==> config.mk <==
export PLATFORM = sky130hd
export DESIGN_NAME = regfile_scoreboard_flat
export DESIGN_NICKNAME = d
export VERILOG_FILES = /design/src/rtl/regfile_scoreboard_if.sv /design/src/rtl/regfile_scoreboard.sv /design/src/flat_wrapper.sv
export SDC_FILE = /design/constraint.sdc
export NUM_CORES = 2
export LEC_CHECK = 0
export BUFFER_PORTS_ARGS = -buffer_cell sky130_fd_sc_hd__buf_2
export CAP_MARGIN = 20
export CORE_UTILIZATION = 48
export CTS_CLUSTER_DIAMETER = 80
export DETAILED_ROUTE_END_ITERATION = 10
export PLACE_DENSITY = 0.68
export SYNTH_ARGS = -nofsm -noshare
export SYNTH_HDL_FRONTEND = slang
export SYNTH_SLANG_ARGS = --single-unit
==> constraint.sdc <==
create_clock -name clock -period 9 [get_ports clock]
set_input_delay 2.7 -clock clock [delete_from_list [all_inputs] [get_ports clock]]
set_output_delay 2.7 -clock clock [all_outputs]
set_load 0.01 [all_outputs]
==> src/rtl/regfile_scoreboard_if.sv <==
// Register-file port bundle: writeback, issue and two read ports with their busy/stall results.
// master drives indices, strobes and data; slave is the register file returning read data and hazard status.
interface regfile_scoreboard_if #(
    parameter int DATA_WIDTH = 32
);
    logic                  ctrl_writeEnable;
    logic [4:0]            ctrl_writeReg;
    logic [DATA_WIDTH-1:0] data_writeReg;
    logic                  ctrl_issueEnable;
    logic [4:0]            ctrl_issueReg;
    logic [4:0]            ctrl_readRegA;
    logic [4:0]            ctrl_readRegB;
    logic [DATA_WIDTH-1:0] data_readRegA;
    logic [DATA_WIDTH-1:0] data_readRegB;
    logic                  busyA;
    logic                  busyB;
    logic                  stall;
    logic [5:0]            pending_count;

    modport master (
        output ctrl_writeEnable, ctrl_writeReg, data_writeReg,
        output ctrl_issueEnable, ctrl_issueReg,
        output ctrl_readRegA, ctrl_readRegB,
        input  data_readRegA, data_readRegB, busyA, busyB, stall, pending_count
    );

    modport slave (
        input  ctrl_writeEnable, ctrl_writeReg, data_writeReg,
        input  ctrl_issueEnable, ctrl_issueReg,
        input  ctrl_readRegA, ctrl_readRegB,
        output data_readRegA, data_readRegB, busyA, busyB, stall, pending_count
    );
endinterface

==> src/rtl/regfile_scoreboard.sv <==
// 32-entry register file with a pending-producer scoreboard; reads, busy and stall are combinational (0 cycles),
// writes/issues/pending_count update on the clock edge; no backpressure -- stall is advisory to the issue stage.
module regfile_scoreboard #(
    parameter int DATA_WIDTH = 32,
    parameter int BYPASS     = 1
) (
    input logic              clock,
    input logic              resetn,
    regfile_scoreboard_if.slave rf
);

    logic [DATA_WIDTH-1:0] regs [32];
    logic [31:0]           pend;
    logic [31:0]           pend_nxt;
    logic [5:0]            cnt;
    logic [5:0]            cnt_nxt;
    logic                  wr_vld;
    logic                  iss_vld;

    assign wr_vld  = rf.ctrl_writeEnable && (rf.ctrl_writeReg != 5'd0);
    assign iss_vld = rf.ctrl_issueEnable && (rf.ctrl_issueReg != 5'd0);

    // Issue is applied after the writeback clear so a new producer wins on a shared index.
    always_comb begin
        pend_nxt = pend;
        cnt_nxt  = '0;
        if (wr_vld)  pend_nxt[rf.ctrl_writeReg] = 1'b0;
        if (iss_vld) pend_nxt[rf.ctrl_issueReg] = 1'b1;
        pend_nxt[0] = 1'b0;
        for (int i = 0; i < 32; i++) begin
            cnt_nxt = cnt_nxt + {5'd0, pend_nxt[i]};
        end
    end

    always_ff @(posedge clock or negedge resetn) begin
        if (!resetn) begin
            for (int i = 0; i < 32; i++) begin
                regs[i] <= '0;
            end
        end else if (wr_vld) begin
            regs[rf.ctrl_writeReg] <= rf.data_writeReg;
        end
    end

    always_ff @(posedge clock or negedge resetn) begin
        if (!resetn) begin
            pend <= '0;
            cnt  <= '0;
        end else begin
            pend <= pend_nxt;
            cnt  <= cnt_nxt;
        end
    end

    function automatic logic [DATA_WIDTH-1:0] rd_dat(input logic [4:0] idx);
        logic [DATA_WIDTH-1:0] d;
        d = '0;
        if (idx != 5'd0) begin
            if ((BYPASS != 0) && wr_vld && (rf.ctrl_writeReg == idx)) d = rf.data_writeReg;
            else                                                       d = regs[idx];
        end
        return d;
    endfunction

    // A same-cycle writeback resolves the hazard unless a new producer is issued to that index too.
    function automatic logic rd_busy(input logic [4:0] idx);
        logic fwd;
        fwd = (BYPASS != 0) && wr_vld && (rf.ctrl_writeReg == idx)
              && !(iss_vld && (rf.ctrl_issueReg == idx));
        return (idx != 5'd0) && pend[idx] && !fwd;
    endfunction

    assign rf.data_readRegA = rd_dat(rf.ctrl_readRegA);
    assign rf.data_readRegB = rd_dat(rf.ctrl_readRegB);
    assign rf.busyA         = rd_busy(rf.ctrl_readRegA);
    assign rf.busyB         = rd_busy(rf.ctrl_readRegB);
    assign rf.stall         = rf.busyA | rf.busyB;
    assign rf.pending_count = cnt;

endmodule

==> src/flat_wrapper.sv <==
// flat-port wrapper written by rule: the top's interface ports become plain ports
module regfile_scoreboard_flat 
#(
    parameter int DATA_WIDTH = 32,
    parameter int BYPASS     = 1
)
  (clock, resetn, rf_ctrl_writeEnable, rf_ctrl_writeReg, rf_data_writeReg, rf_ctrl_issueEnable, rf_ctrl_issueReg, rf_ctrl_readRegA, rf_ctrl_readRegB, rf_data_readRegA, rf_data_readRegB, rf_busyA, rf_busyB, rf_stall, rf_pending_count);
  regfile_scoreboard_if #(.DATA_WIDTH(DATA_WIDTH)) rf_i ();
  input logic clock;
  input logic resetn;
  input wire logic [$bits(rf_i.ctrl_writeEnable)-1:0] rf_ctrl_writeEnable;
  input wire logic [$bits(rf_i.ctrl_writeReg)-1:0] rf_ctrl_writeReg;
  input wire logic [$bits(rf_i.data_writeReg)-1:0] rf_data_writeReg;
  input wire logic [$bits(rf_i.ctrl_issueEnable)-1:0] rf_ctrl_issueEnable;
  input wire logic [$bits(rf_i.ctrl_issueReg)-1:0] rf_ctrl_issueReg;
  input wire logic [$bits(rf_i.ctrl_readRegA)-1:0] rf_ctrl_readRegA;
  input wire logic [$bits(rf_i.ctrl_readRegB)-1:0] rf_ctrl_readRegB;
  output wire logic [$bits(rf_i.data_readRegA)-1:0] rf_data_readRegA;
  output wire logic [$bits(rf_i.data_readRegB)-1:0] rf_data_readRegB;
  output wire logic [$bits(rf_i.busyA)-1:0] rf_busyA;
  output wire logic [$bits(rf_i.busyB)-1:0] rf_busyB;
  output wire logic [$bits(rf_i.stall)-1:0] rf_stall;
  output wire logic [$bits(rf_i.pending_count)-1:0] rf_pending_count;
  assign rf_i.ctrl_writeEnable = rf_ctrl_writeEnable;
  assign rf_i.ctrl_writeReg = rf_ctrl_writeReg;
  assign rf_i.data_writeReg = rf_data_writeReg;
  assign rf_i.ctrl_issueEnable = rf_ctrl_issueEnable;
  assign rf_i.ctrl_issueReg = rf_ctrl_issueReg;
  assign rf_i.ctrl_readRegA = rf_ctrl_readRegA;
  assign rf_i.ctrl_readRegB = rf_ctrl_readRegB;
  assign rf_data_readRegA = rf_i.data_readRegA;
  assign rf_data_readRegB = rf_i.data_readRegB;
  assign rf_busyA = rf_i.busyA;
  assign rf_busyB = rf_i.busyB;
  assign rf_stall = rf_i.stall;
  assign rf_pending_count = rf_i.pending_count;
  regfile_scoreboard #(.DATA_WIDTH(DATA_WIDTH), .BYPASS(BYPASS)) u_core (.clock(clock), .resetn(resetn), .rf(rf_i));
endmodule
# == After elaboration in Yosys (flattened, before gate mapping) ==
# Cells that the tools add are included.
# word_totals
out_inout_bits,73
in_bits,56
regBits,1061
word_cells,131
# classes
n_lt_le_gt_ge,10
reduce_logical,23
addsub,30
n_eq_ne,4
muxes,23
bitwise_logic,7
# ops
op,count
bitwise mux 1024 bit,1
2-to-1 mux 32 bit,11
binary-select mux 32 bit (select 5 bit),2
adder 6 x 1 -> 6 bit,29
demux 32 bit (select 5 bit),1
bitwise AND 32 bit,1
inverter 32 bit,1
bitwise OR 32 bit,1
less-than comparator 5 x 6 -> 1 bit (second input constant),4
equality test 5 bit,4
nonzero test 5 bit,4
greater-or-equal comparator 6 bit (second input constant),3
inverter 5 -> 6 bit,3
logical AND 1 bit,15
binary-select mux 1 bit (select 5 bit),2
demux 1 bit (select 5 bit),2
greater-or-equal comparator 5 x 1 -> 1 bit (second input constant),2
less-than comparator 6 x 1 -> 1 bit (second input constant),1
zero test 1 bit,4
2-to-1 mux 1 bit,4
adder 1 x 1 -> 2 bit,1
bitwise OR 1 bit,1

# == Logic depth before layout (Yosys ltp) ==
# logic_depth
depth_word,39
depth_mapped,23
ltp_nobuf,20

# == Least setup slack after synthesis ==
# Ideal clock, no wire load.
# synth_timing
kind,input to register
start,input rf_ctrl_writeReg[0]
end,register u_core.cnt[4] (netlist: u_core.rf.pending_count[4])
stages,22
setup_time_ns,0.080
required_time_ns,8.920
setup_slack_ns,0.801
arrival_time_ns,8.119
path_buffers,3
cell_sequence,buf_2 nand2_1 or2_2 clkbuf_1 nor2_1 buf_2 o22ai_1 inv_1 fa_1 fa_1 inv_1 fa_1 fa_1 inv_1 fa_1 fa_1 inv_1 ha_1 fa_1 a21o_1 a21oi_1 xnor2_1
# synth_via
word_cells_on_any_way,42
classes_between,30 x add/sub; 2 x order compare; 4 x mux; 3 x bitwise; 3 x reduce/logical
# synth_lines
element,line,text
"start, declared",flat_wrapper.sv:12,input wire logic [$bits(rf_i.ctrl_writeReg)-1:0] rf_ctrl_writeReg;
less-than comparator 5 x 6 -> 1 bit (implied by the code) / greater-or-equal comparator 5 x 1 -> 1 bit (equally long branches),regfile_scoreboard.sv:27,if (wr_vld) pend_nxt[rf.ctrl_writeReg] = 1'b0;
logical AND 1 bit (implied by the code),regfile_scoreboard.sv:27,
2-to-1 mux 1 bit (implied by the code),regfile_scoreboard.sv:27,
demux 1 bit (select 5 bit),n/a,
inverter 32 bit (no source line),n/a,
bitwise AND 32 bit (no source line),n/a,
2-to-1 mux 32 bit *,regfile_scoreboard.sv:27,
bitwise OR 32 bit (no source line),n/a,
2-to-1 mux 32 bit *,regfile_scoreboard.sv:28,if (iss_vld) pend_nxt[rf.ctrl_issueReg] = 1'b1;
via u_core.pend_nxt[29],regfile_scoreboard.sv:14,logic [31:0] pend_nxt;
adder 6 x 1 -> 6 bit * (3 in a row),regfile_scoreboard.sv:31,"cnt_nxt = cnt_nxt + {5'd0, pend_nxt[i]};"
via u_core.cnt_nxt[4],regfile_scoreboard.sv:16,logic [5:0] cnt_nxt;
"end signal, assigned",regfile_scoreboard.sv:51,cnt <= cnt_nxt;
"end, declared",regfile_scoreboard.sv:15,logic [5:0] cnt;
# The timed path passes the listed nets; every way through them passes the cells marked *.
# A chain may end at the register's enable or synchronous reset.

# == Worst setup path in the final report ==
# layout_timing
start,input rf_ctrl_readRegB[3]
end,output rf_data_readRegB[28]
# layout_via
elab_chain_cells,6
word_cells_on_any_way,9
classes_between,1 x eq/ne; 5 x mux; 1 x bitwise; 2 x reduce/logical
# layout_rtl
element,line,text
"start, declared",flat_wrapper.sv:17,input wire logic [$bits(rf_i.ctrl_readRegB)-1:0] rf_ctrl_readRegB;
inverter 5 -> 6 bit (implied by the code),regfile_scoreboard.sv:60,else d = regs[idx];
binary-select mux 32 bit (select 5 bit),regfile_scoreboard.sv:60,
2-to-1 mux 32 bit (implied by the code) (2 in a row),regfile_scoreboard.sv:60,
2-to-1 mux 32 bit,regfile_scoreboard.sv:59,if ((BYPASS != 0) && wr_vld && (rf.ctrl_writeReg == idx)) d = rf.data_writeReg;
2-to-1 mux 32 bit *,regfile_scoreboard.sv:58,if (idx != 5'd0) begin
"end, declared",flat_wrapper.sv:19,output wire logic [$bits(rf_i.data_readRegB)-1:0] rf_data_readRegB;
# Mark *: on every way between the ends. The rest lies on a longest branch, timed or not. The select of a mux whose other input is x is not followed.

==> results.cfg <==
[synthesis]
synth.distinct_cells = 69
async_flop_share_pct = 100
yosysTopAreaCell = dfrtp_1
yosysSeqAreaShare_pct = 46.1
ys_ff_latch = 1061
synthTopCellsByCount = dfrtp_1 (1061), mux2_2 (956), mux4_2 (440)
avgSynthCellArea_um2 = 14.4
yosysTopAreaCellShare_pct = 46.1
synth_nets = 4084
ys_warn_count = 0
ys.flop_type = dfrtp_1
synth_area_um2 = 57600
yosysMostFrequentCell = dfrtp_1
syn_inst = 3996
synth_edf_count = 0
synth.top_cells.by_area = dfrtp_1 (46%), mux2_2 (19%), mux4_2 (17%)

[setup_path]
reg2reg_from = u_core.pend[25]
timing.rr.end = u_core.rf.pending_count[4]
path_delay_family = simple AND/OR/NAND/NOR gates
critPathMaxStageDelay_ps = 800
cp.arrival_ps = 5510
path_buf_inv = 2
cp-endpoint = rf_data_readRegB[28]
critPathMaxFanout = 19
critical_path_required_ps = 6300
worst-path-stages = 6
reg2reg_slack_ps = 3840
start_kind = input pin
crit_type = input pin to output pin
end_kind = output pin
path_cells = buf_2 -> nor2_1 -> nand3_2 -> nand2_1 -> o311ai_0 -> buf_2
slowest_stage = o311ai_0
startpoint = rf_ctrl_readRegB[3]
cp_common_cell = buf_2
reg2reg_depth = 15

[clocking]
numCtsBuffers = 113
post_cts_resized = 0
cts-root-buf = clkbuf_16
cts_tree = yes
insertion_delay_ps = 690
post-cts-setup-buffers = 0
clock_sinks = 1061
cts_hold_buffers = 0
htree_num_levels = 3
clockBufferDepth = 3
clk_pin_slew_ps = 60

[drt]
wl_per_cell_um = 32.6
drt-total-wl_mm = 184
antenna_left = 0
dr.pass1.iters = 9
drtIter0Drc = 3986
drc_errors = 0
vias = 38000
vias_per_cell = 6.74

[grt]
grt_use_total_pct = 30.5
grt_max_degree = 175
grt_pass1_vias = 38900
overflow = 0
grt_pass1_wl_mm = 271
antenna_found_initial = 7

[place]
hpwl_mm = 102
dp_slack_ps = 842
io_buffers = 128
gp_congestion = 0.902
numPlacedInstances = 5425

[die]
die_w_um = 348
die_h_um = 348
row_count = 126
core_um2 = 119000
initial_core_util_pct = 48.6
io_pins = 129
dieArea_um2 = 121000

[power]
p_seq_share_pct = 40.2
p_sw_share_pct = 29.3
combPwrFrac_pct = 27.2
power.internal_w = 0.0113
p_leak_nw = 28.1
p_per_area_nw_per_um2 = 249
power.switching_w = 0.00467
ir_drop_mv = 0.554
clkPwrFrac_pct = 32.6

[timing]
min_period_ps = 8210
tightest_slew_ps = 1120
grt_setup_unrepaired = no
report.final.slew_viol_count = 0
timing.fmax_mhz = 122
finalHoldViolCount = 0
layout_setup_ws_ps = 791
post-route-period-util_pct = 91.2
timing.slew.headroom_pct = 25.0
skew_ps = 9.64
setup_violations = 0
tns_ps = 0

[worst_hold_path]
hp-class = flip-flop to flip-flop

[layout]
nets = 4028
area_growth_pct = 11.0
stdcell_count = 5640
drive_above_1_share_pct = 47.6

[run_status]
outcome = finished clean

[run]
drv_cap = 0
==> layout by cell type, fill, tap and decap left out, types with 20 or more instances in the layout <==
cell | netlist | final
o22ai_1 | 96 | 96
dfrtp_1 | 1061 | 1061
inv_1 | 49 | 49
bufinv_16 | 0 | 20
nor2_1 | 73 | 58
a21oi_1 | 33 | 33
mux2_2 | 956 | 956
mux2i_1 | 240 | 240
nand2_1 | 79 | 65
a22o_1 | 24 | 24
clkinv_2 | 0 | 20
buf_4 | 6 | 117
clkbuf_16 | 0 | 116
a22oi_1 | 75 | 75
buf_2 | 128 | 121
buf_12 | 1 | 23
fa_1 | 23 | 23
mux4_2 | 440 | 440
o21ai_0 | 95 | 95
a221oi_1 | 52 | 52
a32o_1 | 33 | 33
clkbuf_8 | 0 | 29
==> layout make-up <==
type,instances,area [µm²]
inverters,50,188
multi-input cells,2447,29000
well taps,1600,2000
repair buffers,267,2030
clock buffers,163,3370
fillers,9746,54600
flip-flops and latches,1061,26600
clock inverters,49,783
diodes,3,7.51
==> logic make-up after synthesis <==
logic type	share of synthesized area [%]
compound gates	5.97
xor+xnor	0.350
fa+ha+maj	0.995
buf+inv	3.94
flops	46.1
mux	40.3
simple gates	2.34
==> worst min-delay path by stage <==
stage	start	to	slack (ps)	depth (start not counted)
global route	u_core.regs[997]	u_core.regs[997]	410	0
detailed placement	u_core.regs[1013]	u_core.regs[1013]	380	0
finish	u_core.regs[996]	u_core.regs[996]	400	0
CTS	u_core.regs[1021]	u_core.regs[1021]	400	0
global placement	u_core.regs[999]	u_core.regs[999]	380	0
floorplan	u_core.regs[1001]	u_core.regs[1001]	440	1
==> metal layers <==
layer | GRT usage [%] | share of wire [%]
met3 | 5.89 | 8.2
met2 | 47.6 | 46
met4 | 14.8 | 5.3
met5 | 0 | 0.015
met1 | 41.2 | 40
==> through the flow <==
stage	hold WS [ps]	total power [W]	area, µm²	utilization, %
global route	405	0.0167	63900	53.9
floorplan	441	0.00959	57600	-
global placement	377	0.0106	59800	50.4
finish	397	0.0159	63900	53.9
CTS	396	0.0160	63900	53.9
detailed placement	383	0.0108	59800	50.4
==> power by group through the flow <==
stage	clock network (W)	registers [W]	logic (W)
after CTS	0.00523	0.00636	0.00436
after global placement	0	0.00638	0.00424
after global routing	0.00542	0.00651	0.00473
final	0.00518	0.00640	0.00434
after detailed placement	0	0.00644	0.00434
after floorplan	0	0.00622	0.00337
==> registers in the layout (all words and copies together), names as in the netlist <==
signal                   cells
u_core.pend                 31
u_core.regs               1024
u_core.rf.pending_count      6
Note: power is estimated with default switching activity, not from simulation.
